<file path="config.mk">
export PLATFORM = sky130hd
export DESIGN_NAME = sensor_conditioner_flat
export DESIGN_NICKNAME = d
export VERILOG_FILES = /design/src/rtl/sensor_conditioner_pkg.sv /design/src/rtl/sensor_conditioner_if.sv /design/src/rtl/sensor_conditioner_debounce_oneshot.sv /design/src/rtl/sensor_conditioner.sv /design/src/flat_wrapper.sv
export SDC_FILE = /design/constraint.sdc
export NUM_CORES = 1
export LEC_CHECK = 0
export CAP_MARGIN = 20
export CORE_MARGIN = 5
export CORE_UTILIZATION = 45
export CTS_BUF_LIST = sky130_fd_sc_hd__clkbuf_8
export DETAILED_ROUTE_END_ITERATION = 10
export DONT_BUFFER_PORTS = 1
export SYNTH_ARGS = -nofsm -noshare
export SYNTH_HDL_FRONTEND = slang
export SYNTH_SLANG_ARGS = --single-unit
</file>
<file path="constraint.sdc">
create_clock -name clk -period 2.4 [get_ports clk]
set_input_delay 0.6 -clock clk [delete_from_list [all_inputs] [get_ports clk]]
set_output_delay 0.6 -clock clk [all_outputs]
set_load 0.1 [all_outputs]
</file>
<file path="src/rtl/sensor_conditioner_pkg.sv">
// Shared types and constants for the lot-sensor conditioning front end.
package sensor_conditioner_pkg;

  typedef enum logic [1:0] {
    IDLE     = 2'd0,
    RISE_CHK = 2'd1,
    ACTIVE   = 2'd2,
    FALL_CHK = 2'd3
  } chan_state_e;

  localparam int DEFAULT_DEBOUNCE_CYCLES = 4;
  localparam int SLOT_W                  = 2;

  function automatic logic [1:0] count_ones3(input logic a, input logic b, input logic c);
    return {1'b0, a} + {1'b0, b} + {1'b0, c};
  endfunction

endpackage

</file>
<file path="src/rtl/sensor_conditioner_if.sv">
// Raw sensor inputs and conditioned outputs between the lot sensors and the controller.
interface sensor_conditioner_if #(
  parameter int GLITCH_W = 8
);
  import sensor_conditioner_pkg::*;

  logic              entry_sensor_raw;
  logic              exit_sensor_raw;
  logic              payment_raw;
  logic [SLOT_W-1:0] exit_car_select_raw;

  logic                entry_pulse;
  logic                exit_pulse;
  logic                payment_pulse;
  logic [SLOT_W-1:0]   exit_car_select;
  logic                entry_present;
  logic                exit_present;
  logic [GLITCH_W-1:0] glitch_count;

  modport master (
    output entry_sensor_raw, exit_sensor_raw, payment_raw, exit_car_select_raw,
    input  entry_pulse, exit_pulse, payment_pulse, exit_car_select,
           entry_present, exit_present, glitch_count
  );

  modport slave (
    input  entry_sensor_raw, exit_sensor_raw, payment_raw, exit_car_select_raw,
    output entry_pulse, exit_pulse, payment_pulse, exit_car_select,
           entry_present, exit_present, glitch_count
  );

endinterface

</file>
<file path="src/rtl/sensor_conditioner_debounce_oneshot.sv">
// One sensor channel: 2-flop synchroniser, debounce FSM, single-cycle pulse and glitch strobe.
module debounce_oneshot
  import sensor_conditioner_pkg::*;
#(
  parameter int DEBOUNCE_CYCLES = DEFAULT_DEBOUNCE_CYCLES,
  parameter int CNT_W           = 4
) (
  input  logic clk,
  input  logic rst,
  input  logic raw_i,
  output logic qualify_o,
  output logic pulse_o,
  output logic present_o,
  output logic glitch_o
);

  localparam logic [CNT_W-1:0] LAST_CNT = CNT_W'(DEBOUNCE_CYCLES - 1);

  logic             sync1_q, sync2_q;
  chan_state_e      state_q, state_d;
  logic [CNT_W-1:0] cnt_q, cnt_d;
  logic             pulse_q, glitch_q;
  logic             qualify, glitch_d;

  always_ff @(posedge clk or posedge rst) begin
    if (rst) begin
      sync1_q  <= 1'b0;
      sync2_q  <= 1'b0;
      state_q  <= IDLE;
      cnt_q    <= '0;
      pulse_q  <= 1'b0;
      glitch_q <= 1'b0;
    end else begin
      sync1_q  <= raw_i;
      sync2_q  <= sync1_q;
      state_q  <= state_d;
      cnt_q    <= cnt_d;
      pulse_q  <= qualify;
      glitch_q <= glitch_d;
    end
  end

  always_comb begin
    state_d = state_q;
    cnt_d   = cnt_q;
    case (state_q)
      IDLE: begin
        if (sync2_q) begin
          state_d = RISE_CHK;
          cnt_d   = CNT_W'(1);
        end
      end
      RISE_CHK: begin
        if (!sync2_q)              state_d = IDLE;
        else if (cnt_q == LAST_CNT) state_d = ACTIVE;
        else                        cnt_d   = cnt_q + CNT_W'(1);
      end
      ACTIVE: begin
        if (!sync2_q) begin
          state_d = FALL_CHK;
          cnt_d   = CNT_W'(1);
        end
      end
      FALL_CHK: begin
        if (sync2_q)                state_d = ACTIVE;
        else if (cnt_q == LAST_CNT) state_d = IDLE;
        else                        cnt_d   = cnt_q + CNT_W'(1);
      end
      default: state_d = IDLE;
    endcase
  end

  // A bounce back inside either check window is a rejected transition.
  always_comb begin
    qualify   = (state_q == RISE_CHK) && sync2_q && (cnt_q == LAST_CNT);
    glitch_d  = ((state_q == RISE_CHK) && !sync2_q) || ((state_q == FALL_CHK) && sync2_q);
    present_o = (state_q == ACTIVE) || (state_q == FALL_CHK);
  end

  assign qualify_o = qualify;
  assign pulse_o   = pulse_q;
  assign glitch_o  = glitch_q;

endmodule

</file>
<file path="src/rtl/sensor_conditioner.sv">
// Conditions entry/exit/payment sensors into single-cycle pulses; defers exit by one cycle
// when it coincides with entry and keeps a saturating glitch count.
module sensor_conditioner
  import sensor_conditioner_pkg::*;
#(
  parameter int DEBOUNCE_CYCLES = DEFAULT_DEBOUNCE_CYCLES,
  parameter int CNT_W           = 4,
  parameter int GLITCH_W        = 8
) (
  input logic                 clk,
  input logic                 rst,
  sensor_conditioner_if.slave bus
);

  localparam logic [GLITCH_W:0] GLITCH_MAX = {1'b0, {GLITCH_W{1'b1}}};

  logic entry_qualify, entry_pulse, entry_present, entry_glitch;
  logic exit_qualify, exit_pulse, exit_present, exit_glitch;
  logic pay_qualify_unused, pay_pulse, pay_present_unused, pay_glitch;

  logic [SLOT_W-1:0]   sel_sync1_q, sel_sync2_q;
  logic [SLOT_W-1:0]   sel_q, sel_d, pend_sel_q, pend_sel_d;
  logic                exit_pending_q, exit_pending_d;
  logic [GLITCH_W-1:0] glitch_q, glitch_d;
  logic [GLITCH_W:0]   glitch_sum;

  debounce_oneshot #(.DEBOUNCE_CYCLES(DEBOUNCE_CYCLES), .CNT_W(CNT_W)) u_entry (
    .clk(clk), .rst(rst), .raw_i(bus.entry_sensor_raw),
    .qualify_o(entry_qualify), .pulse_o(entry_pulse),
    .present_o(entry_present), .glitch_o(entry_glitch)
  );

  debounce_oneshot #(.DEBOUNCE_CYCLES(DEBOUNCE_CYCLES), .CNT_W(CNT_W)) u_exit (
    .clk(clk), .rst(rst), .raw_i(bus.exit_sensor_raw),
    .qualify_o(exit_qualify), .pulse_o(exit_pulse),
    .present_o(exit_present), .glitch_o(exit_glitch)
  );

  debounce_oneshot #(.DEBOUNCE_CYCLES(DEBOUNCE_CYCLES), .CNT_W(CNT_W)) u_payment (
    .clk(clk), .rst(rst), .raw_i(bus.payment_raw),
    .qualify_o(pay_qualify_unused), .pulse_o(pay_pulse),
    .present_o(pay_present_unused), .glitch_o(pay_glitch)
  );

  always_ff @(posedge clk or posedge rst) begin
    if (rst) begin
      sel_sync1_q    <= '0;
      sel_sync2_q    <= '0;
      sel_q          <= '0;
      pend_sel_q     <= '0;
      exit_pending_q <= 1'b0;
      glitch_q       <= '0;
    end else begin
      sel_sync1_q    <= bus.exit_car_select_raw;
      sel_sync2_q    <= sel_sync1_q;
      sel_q          <= sel_d;
      pend_sel_q     <= pend_sel_d;
      exit_pending_q <= exit_pending_d;
      glitch_q       <= glitch_d;
    end
  end

  // The select is captured when exit qualifies; a deferred exit parks it until emission.
  always_comb begin
    exit_pending_d = exit_pulse && entry_pulse;
    sel_d          = sel_q;
    pend_sel_d     = pend_sel_q;
    if (exit_qualify) begin
      if (entry_qualify) pend_sel_d = sel_sync2_q;
      else               sel_d      = sel_sync2_q;
    end
    if (exit_pending_d) sel_d = pend_sel_q;
  end

  always_comb begin
    glitch_sum = {1'b0, glitch_q}
               + (GLITCH_W + 1)'(count_ones3(entry_glitch, exit_glitch, pay_glitch));
    glitch_d   = (glitch_sum > GLITCH_MAX) ? GLITCH_MAX[GLITCH_W-1:0] : glitch_sum[GLITCH_W-1:0];
  end

  assign bus.entry_pulse     = entry_pulse;
  assign bus.exit_pulse      = (exit_pulse && !entry_pulse) || exit_pending_q;
  assign bus.payment_pulse   = pay_pulse;
  assign bus.exit_car_select = sel_q;
  assign bus.entry_present   = entry_present;
  assign bus.exit_present    = exit_present;
  assign bus.glitch_count    = glitch_q;

endmodule

</file>
<file path="src/flat_wrapper.sv">
// flat-port wrapper written by rule: the top's interface ports become plain ports
module sensor_conditioner_flat import sensor_conditioner_pkg::*;
#(
  parameter int DEBOUNCE_CYCLES = DEFAULT_DEBOUNCE_CYCLES,
  parameter int CNT_W           = 4,
  parameter int GLITCH_W        = 8
)
  (clk, rst, bus_entry_sensor_raw, bus_exit_sensor_raw, bus_payment_raw, bus_exit_car_select_raw, bus_entry_pulse, bus_exit_pulse, bus_payment_pulse, bus_exit_car_select, bus_entry_present, bus_exit_present, bus_glitch_count);
  sensor_conditioner_if #(.GLITCH_W(GLITCH_W)) bus_i ();
  input logic clk;
  input logic rst;
  input wire logic [$bits(bus_i.entry_sensor_raw)-1:0] bus_entry_sensor_raw;
  input wire logic [$bits(bus_i.exit_sensor_raw)-1:0] bus_exit_sensor_raw;
  input wire logic [$bits(bus_i.payment_raw)-1:0] bus_payment_raw;
  input wire logic [$bits(bus_i.exit_car_select_raw)-1:0] bus_exit_car_select_raw;
  output wire logic [$bits(bus_i.entry_pulse)-1:0] bus_entry_pulse;
  output wire logic [$bits(bus_i.exit_pulse)-1:0] bus_exit_pulse;
  output wire logic [$bits(bus_i.payment_pulse)-1:0] bus_payment_pulse;
  output wire logic [$bits(bus_i.exit_car_select)-1:0] bus_exit_car_select;
  output wire logic [$bits(bus_i.entry_present)-1:0] bus_entry_present;
  output wire logic [$bits(bus_i.exit_present)-1:0] bus_exit_present;
  output wire logic [$bits(bus_i.glitch_count)-1:0] bus_glitch_count;
  assign bus_i.entry_sensor_raw = bus_entry_sensor_raw;
  assign bus_i.exit_sensor_raw = bus_exit_sensor_raw;
  assign bus_i.payment_raw = bus_payment_raw;
  assign bus_i.exit_car_select_raw = bus_exit_car_select_raw;
  assign bus_entry_pulse = bus_i.entry_pulse;
  assign bus_exit_pulse = bus_i.exit_pulse;
  assign bus_payment_pulse = bus_i.payment_pulse;
  assign bus_exit_car_select = bus_i.exit_car_select;
  assign bus_entry_present = bus_i.entry_present;
  assign bus_exit_present = bus_i.exit_present;
  assign bus_glitch_count = bus_i.glitch_count;
  sensor_conditioner #(.DEBOUNCE_CYCLES(DEBOUNCE_CYCLES), .CNT_W(CNT_W), .GLITCH_W(GLITCH_W)) u_core (.clk(clk), .rst(rst), .bus(bus_i));
endmodule
</file>
Yosys cells after proc, flatten, opt, wreduce, memory -nomap -nowiden
Cells that the tools add are included.
{ "totals": {"ram_bits": 0, "word_cells": 141, "latch_bits": 0, "in_bits": 7, "reg_bits": 47, "rom_bits": 0, "n_memories": 0} }
{ "op_classes": {"reduce_logical": 36, "bitwise_logic": 0, "addsub": 6, "eq_ne": 31, "n_mul": 0, "mux": 43, "shift": 0, "n_lt_le_gt_ge": 1, "div": 0} }
{ "ops": {"columns": ["op", "count"], "rows": [
  ["4-bit 2-to-1 mux", 15],
  ["4-bit one-hot mux with 4 select lines", 3],
  ["2-bit 2-to-1 mux", 21],
  ["2-bit != test (second input constant)", 12],
  ["2-bit one-hot mux with 4 select lines", 3],
  ["4-bit AND reduction", 6],
  ["3-bit != test (second input constant)", 6],
  ["1-bit logical AND", 14],
  ["4-bit by 1-bit adder with 4-bit output (second input constant)", 3],
  ["2-bit == test (second input constant)", 6],
  ["4-bit by 2-bit == test with 1-bit output (second input constant)", 3],
  ["8-bit by 2-bit adder with 9-bit output", 1],
  ["9-bit by 8-bit > comparator with 1-bit output (second input constant)", 1],
  ["8-bit 2-to-1 mux", 1],
  ["2-bit by 1-bit == test with 1-bit output (second input constant)", 3],
  ["2-bit logical NOT", 3],
  ["1-bit logical OR", 6],
  ["1-bit logical NOT", 4],
  ["2-bit AND reduction", 2],
  ["1-bit by 1-bit adder with 2-bit output", 1],
  ["2-bit by 1-bit adder with 2-bit output", 1],
  ["2-bit by 1-bit != test with 1-bit output (second input constant)", 1],
  ["2-bit nonzero test", 1]
]} }

Logic depth before layout (Yosys ltp)
Gate-level depths: netlist of the first run.
{ "depth": {"depth_word": 6, "depth_mapped": 7, "depth_no_buf": 7} }

Cells and area by module
From an unflattened synthesis of the first run, not the netlist that was laid out.
{ "unflattened": {"hier_cells": 187, "hier_area_um2": 2087.0} }
{ "modules_own_cells": {"columns": ["mod", "n_inst", "cells_per_inst", "area_per_inst_um2"], "rows": [
  ["debounce_oneshot", 3, 40, 445.4],
  ["sensor_conditioner", 1, 67, 750.7]
]} }

Least setup slack after synthesis of the first run
Ideal clock, no wire load.
{ "synth_timing": {"path_type": "reg2reg", "from": "reg u_core.glitch_q[0] (netlist: u_core.bus.glitch_count[0])", "to": "reg u_core.glitch_q[4] (netlist: u_core.bus.glitch_count[4])", "required_time_ns": 2.306, "slack_ns": -0.082, "period_less_slack_ns": 2.482, "path_stages_with_launch": 8, "n_path_buf": 0, "t_arrival_ns": 2.388, "path_cell_list": "dfrtp_1 -> fa_1 -> ha_1 -> inv_1 -> fa_1 -> inv_1 -> a31oi_1 -> a41oi_1"} }
{ "synth_via": {"elab_chain_len": 3} }
{ "synth_lines": {"columns": ["item", "line_no", "rtl"], "rows": [
  ["start: declaration", "sensor_conditioner.sv:24", "logic [GLITCH_W-1:0] glitch_q, glitch_d;"],
  ["start signal: assignment", "sensor_conditioner.sv:59", "glitch_q <= glitch_d;"],
  ["8-bit by 2-bit adder with 9-bit output (*)", "sensor_conditioner.sv:77", "+ (GLITCH_W + 1)'(count_ones3(entry_glitch, exit_glitch, pay_glitch));"],
  ["9-bit by 8-bit > comparator with 1-bit output", "sensor_conditioner.sv:78", "glitch_d = (glitch_sum > GLITCH_MAX) ? GLITCH_MAX[GLITCH_W-1:0] : glitch_sum[GLITCH_W-1:0];"],
  ["8-bit 2-to-1 mux (*)", "sensor_conditioner.sv:78", null],
  ["net u_core.glitch_d[4]", "sensor_conditioner.sv:24", null]
]} }
Mark *: on every way through the listed nets, which the timed path passes. The rest lies on a longest branch.
A chain may end at the register's enable or synchronous reset.

Worst setup path in the final report of the first run
Same ends and word-level chain as after synthesis.

==> reports/qor.yml, run 1 <==
logic_synthesis:
  syn_nets: 174
  synth_seq_cells: 47
  seq_area_frac_synth_pct: 59.57
  synth.area.top_cells: "dfrtp_1 60%, ha_1 3.2%, nand3_1 2.8%"
  yosysTopAreaCell: "dfrtp_1"
  avgSynthCellArea_um2: 12.34
  ys_warn_count: 0
  synth-edff-count: 0
  synth_top_area_share_pct: 59.57
  async_flop_share_pct: 100.0
  yosysUniqueCellTypes: 34
  synthFlopType: "dfrtp_1"
  synthCells: 160
  netlist_area_mm2: 0.001974
layout:
  drive_gt1_share_pct: 20.33
  final_net_count: 195
  areaGrowthSynthToFinish_pct: 14.32
  fill_cells: 381
  num_antenna_cells: 0
worst_setup_path:
  crit_path_start_kind: "flip-flop"
  cp.required_ps: 2620
  ff2ff_setup_slack_ps: 330
  max_stage_delay_ps: 540
  cp.arrival_ps: 2290
  reg2reg_to: "u_core.bus.glitch_count[4]"
  rr_worst_depth: 7
  crit_family: "adder cells"
  path_max_fanout: 5
  cp.buffers_inverters: 2
  crit_type: "flip-flop to flip-flop"
  end_kind: "flip-flop"
  path_cells: "fa_1 -> ha_1 -> inv_1 -> fa_1 -> inv_1 -> a31oi_1 -> a41oi_1"
  cp_slowest_cell: "fa_1"
  worstReg2RegStart: "u_core.bus.glitch_count[0]"
global_route:
  overflow: 0
  grt_pass1_vias: 1231
  track_usage_pct: 11.95
  grt_max_degree: 48
  grt_antenna_before_repair: 0
  grt_pass1_wl_mm: 5.802
place:
  gp_congestion: 0.7870
  portBuffers: 0
  dpl.hpwl_mm: 2.350
timing:
  slew_violations: 0
  final_hold_viol_count: 0
  timing.final.crit_share_pct: 86.28
  finalSetupViolations: 0
  worst_pin_slew_ps: 581.9
  fin_crit_ps: 2071
  final.setup_skew_ps: 7.731
  clock.fmax_mhz: 482.9
  setup_tns_ps: 0
  rsz0062_at_grt: "no"
  relSlewSlack_pct: 61.21
floorplan:
  core_mm2: 0.004294
  io_pins: 22
  start_util_pct: 45.98
  fp-row-count: 24
  die-area_mm2: 0.005813
  die_height_um: 76.24
  die_w_um: 76.24
drt:
  drt_iter0_drc: 56
  final_antenna_net_count: 0
  viasPerCell: 5.158
  first_pass_iters: 4
  wl_per_cell_um: 13.92
  vias: 1207
  route.detailed.drc: 0
  routed_wl_mm: 3.257
clocking:
  cts.htree.levels: 2
  cts_tree: "yes"
  clkTransAtPathRegs_ps: 90
  clock_path_buffers: 2
  cts_sinks: 47
  cts_buffers: 5
  cts_hold_buf: 0
  cts_setup_buffers: 0
  root_buffer: "clkbuf_8"
  ctsResizeCount: 0
  insertion_delay_ps: 290
outcome:
  status: "completed"
job:
  cap_violations: 0
worst_hold_path:
  hp-class: "primary input to async pin"
-- state kept, by name (all words and copies together), names as in the netlist, 2 cells and up, named ones only --
name	flops
u_core.pend_sel_q	2
u_core.bus.exit_car_select	2
u_core.u_exit.cnt_q	4
u_core.sel_sync1_q	2
u_core.bus.glitch_count	8
u_core.sel_sync2_q	2
u_core.u_entry.cnt_q	4
u_core.u_payment.cnt_q	4
-- cell usage in the layout (no fill, tap or decap), types with 3 or more instances in the layout --
| master | synthesis | routed |
|---|---|---|
| a21oi_1 | 6 | 6 |
| and2_1 | 3 | 3 |
| buf_4 | 0 | 16 |
| clkbuf_8 | 0 | 7 |
| dfrtp_1 | 47 | 46 |
| ha_1 | 5 | 5 |
| inv_1 | 11 | 10 |
| mux2_2 | 3 | 3 |
| mux2i_1 | 3 | 3 |
| nand2_1 | 11 | 11 |
| nand3_1 | 11 | 11 |
| nand4b_1 | 3 | 3 |
| nor2_1 | 8 | 8 |
| nor2b_1 | 5 | 5 |
| o21a_1 | 3 | 3 |
| o21ai_0 | 10 | 10 |
| xnor2_1 | 5 | 5 |
-- how the worst max path moves through the flow --
stage / from / to / slack (ps) / cells after the start
2_1_floorplan: u_core.bus.glitch_count[0] / u_core.bus.glitch_count[4] / 140 / 7
4_1_cts: u_core.bus.glitch_count[0] / u_core.bus.glitch_count[4] / 330 / 7
3_3_place_gp: u_core.bus.glitch_count[0] / u_core.bus.glitch_count[4] / 420 / 7
6_report: u_core.bus.glitch_count[0] / u_core.bus.glitch_count[4] / 330 / 7
3_5_place_dp: u_core.bus.glitch_count[0] / u_core.bus.glitch_count[4] / 350 / 7
5_1_grt: u_core.bus.glitch_count[0] / u_core.bus.glitch_count[4] / 140 / 7
-- stage by stage --
step / hold WS (ps) / cell area, um2 / utilization (%) / instances / setup WS, ps
floorplan: 331.2 / 1976 / - / 160 / 140.8
global placement: 333.9 / 2153 / 50.15 / 226 / 416.5
detailed placement: 336.3 / 2153 / 50.15 / 226 / 346.3
finish: 322.3 / 2257 / 52.56 / 234 / 329.3
global route: 301.4 / 2257 / 52.56 / 234 / 143.4
CTS: 317.6 / 2257 / 52.56 / 234 / 330.4
-- cells by family after synthesis --
logic type,after synthesis,share of synthesized area (%)
xor+xnor,5,2.218
buf+inv,13,2.472
compound gates,28,9.696
fa+ha+maj,7,5.197
flops,47,59.57
mux,8,4.753
simple gates,52,16.10
-- routing by layer --
metal | vias up | wire, um | track usage, %
li1 | 592 | - | -
met5 | - | 0 | 0
met4 | 0 | 34 | 2.972
met3 | 5 | 205 | 5.083
met1 | 584 | 1495 | 16.35
met2 | 26 | 1522 | 17.55
-- layout make-up --
| class | instances | area (um2) | area share [%] |
|---|---|---|---|
| clock buffer | 7 | 96.34 | 4.268 |
| tap | 52 | 65.06 | 2.882 |
| sequential | 47 | 1177 | 52.16 |
| multi-input combinational | 100 | 749.5 | 33.20 |
| timing repair buffer | 16 | 120.1 | 5.322 |
| inverter | 11 | 41.29 | 1.829 |
| clock inverter | 1 | 7.507 | 0.3326 |
-- cell usage after synthesis (3+ instances only) --
| master | instances |
|---|---|
| dfrtp_1 | 47 |
| inv_1 | 11 |
| nand2_1 | 11 |
| nand3_1 | 11 |
| o21ai_0 | 10 |
| nor2_1 | 8 |
| a21oi_1 | 6 |
| ha_1 | 5 |
| nor2b_1 | 5 |
| xnor2_1 | 5 |
| and2_1 | 3 |
| mux2_2 | 3 |
| mux2i_1 | 3 |
| nand4b_1 | 3 |
| o21a_1 | 3 |
Power of run 1 is not shown: default switching activity piles up to over one toggle a cycle in this logic, so the estimate is an artifact.
==> run 2: changes to the inputs <==
CTS_BUF_LIST = sky130_fd_sc_hd__clkbuf_4 sky130_fd_sc_hd__clkbuf_8   (was sky130_fd_sc_hd__clkbuf_8)
GPL_TIMING_DRIVEN = 1   (was not set)
==> results of run 2 <==
No change in the layout: final DEF, timing and power equal those of run 1.
Power of run 2 is left out for the same reason.
==> run 3: changes to the inputs <==
CELL_PAD_IN_SITES_DETAIL_PLACEMENT = 0   (was not set)
CELL_PAD_IN_SITES_GLOBAL_PLACEMENT = 2   (was not set)
CORE_UTILIZATION = 40   (was 45)
PLACE_DENSITY_LB_ADDON = 0.1   (was not set)
clock period = 1.72 ns   (was 2.4 ns; I/O delays follow)
==> run 3 against run 2 <==
Net effect:
- the flow now finishes with violations (negative setup slack)
- critical path type unchanged
- sequential share of layout area down 2.0 points
- global-route usage about the same
- final cell count is 8.5% higher
- first-iteration DRC count decreased by 13%
- design area up 4.3%
- clock skew decreased by 1.3 ps
- sequential cell count did not move
==> reports/qor.yml, run 3 (synthesis gave the netlist of run 1 again) <==
timing:
  setup_tns_ps: -1816
  fin_crit_ps: 2006
  final_hold_viol_count: 0
  final.setup_skew_ps: 6.387
  timing.final.crit_share_pct: 116.7
  layout_setup_ws_ps: -286.5
  slew_violations: 0
  worst_pin_slew_ps: 497.5
  relSlewSlack_pct: 66.96
  rsz0062_at_grt: "yes"
  clock.fmax_mhz: 498.4
  finalSetupViolations: 8
worst_setup_path:
  cp.required_ps: 1940
  end_kind: "flip-flop"
  cp.buffers_inverters: 2
  path_max_fanout: 5
  path_cells: "fa_2 -> ha_4 -> inv_2 -> fa_2 -> inv_2 -> a31oi_1 -> a41oi_1"
  cp.arrival_ps: 2220
  max_stage_delay_ps: 550
  crit_type: "flip-flop to flip-flop"
  cp_slowest_cell: "fa_2"
  crit_family: "adder cells"
  crit_path_start_kind: "flip-flop"
layout:
  drive_gt1_share_pct: 27.27
  post-route-util_pct: 49.53
  num_antenna_cells: 0
  largest_reg_flops: 8
  areaGrowthSynthToFinish_pct: 19.26
  mostFrequentLayoutCell: "dfrtp_1"
  fin_area_mm2: 0.002355
  final_net_count: 200
  final_cell_mix: "45 x dfrtp_1, 19 x buf_4, 11 x nand3_1, 11 x nand2_1, 10 x o21ai_0"
clocking:
  clkTransAtPathRegs_ps: 90
  clock_path_buffers: 2
  cts_sinks: 47
  insertion_delay_ps: 290
  root_buffer: "clkbuf_8"
  cts.htree.levels: 2
  cts_tree: "yes"
  cts_buffers: 5
floorplan:
  die-area_mm2: 0.006441
  start_util_pct: 41.53
  fp-row-count: 25
  die_height_um: 80.26
  core_mm2: 0.004755
  io_pins: 22
  die_w_um: 80.26
drt:
  viasPerCell: 4.917
  wl_per_cell_um: 13.06
  drt_iter0_drc: 49
  routed_wl_mm: 3.317
  first_pass_iters: 4
  final_antenna_net_count: 0
  route.detailed.drc: 0
  vias: 1249
job:
  cap_violations: 0
place:
  post-place-ws_ps: -242.7
  placed_area_mm2: 0.002225
  dpl.hpwl_mm: 2.425
  portBuffers: 0
  gp_congestion: 0.8243
global_route:
  track_usage_pct: 11.92
  grt_max_degree: 35
  grt_pass1_wl_mm: 5.885
  overflow: 0
  grt_pass1_vias: 1330
  grt_antenna_before_repair: 0
outcome:
  violations: "negative setup slack"
  status: "finished with violations"
worst_hold_path:
  hp-class: "primary input to flip-flop"
run 3: changes by cell type in the layout (fill, tap and decap cells not counted), sizes merged:
cell	delta
clkinv	+1
clkinvlp	+1
buf	+4
clkbuf	-2
dlygate4sd3	+1
run 3: path summary, 6_finish.rpt:
path,from,endpoint,slack [ps],depth (start not counted)
max in group asynchronous,rst,u_core.u_entry.pulse_o,690,3
min in group asynchronous,rst,u_core.bus.glitch_count[2],540,2
hold / removal,bus_payment_raw,u_core.u_payment.sync1_q,150,0
setup / recovery,u_core.bus.glitch_count[0],u_core.bus.glitch_count[4],-290,7
setup reg to reg,u_core.bus.glitch_count[0],u_core.bus.glitch_count[4],-290,7
hold reg to reg,u_core.u_exit.sync1_q,u_core.u_exit.sync2_q,350,0
run 3: stage by stage:
step                std cells  hold WS (ps)
floorplan                 160         331.2
global placement          245         283.9
detailed placement        245         288.1
CTS                       254         142.1
global route              254         123.1
finish                    254         153.6
run 3: metal layers:
layer | share of wire [%] | vias to the layer above | global-route usage [%]
met2 | 44 | 24 | 18.05
met5 | 0 | - | 0
met3 | 6.0 | 5 | 5.045
li1 | - | 607 | -
met1 | 49 | 613 | 15.31
met4 | 1.4 | 0 | 4.054
run 3: final cells by class:
class                   instances  area, um2
clock inverters                 3      20.02
clock buffers                   5      68.82
multi-input cells             100      787.0
repair buffers                 21      172.7
flip-flops and latches         47       1181
inverters                      11      41.29
well taps                      67      83.83
fillers                       455       2400
run 3: repair_timing:
action | CTS | global route
cloned | 0 | 0
hold buffers | 1 | 0
gates resized for setup | 0 | 6
setup buffers | 0 | 0
setup endpoints to repair | 8 | 8
pin swaps | 0 | 1
hold endpoints to repair | 13 | 0
Power of run 3 is left out for the same reason.
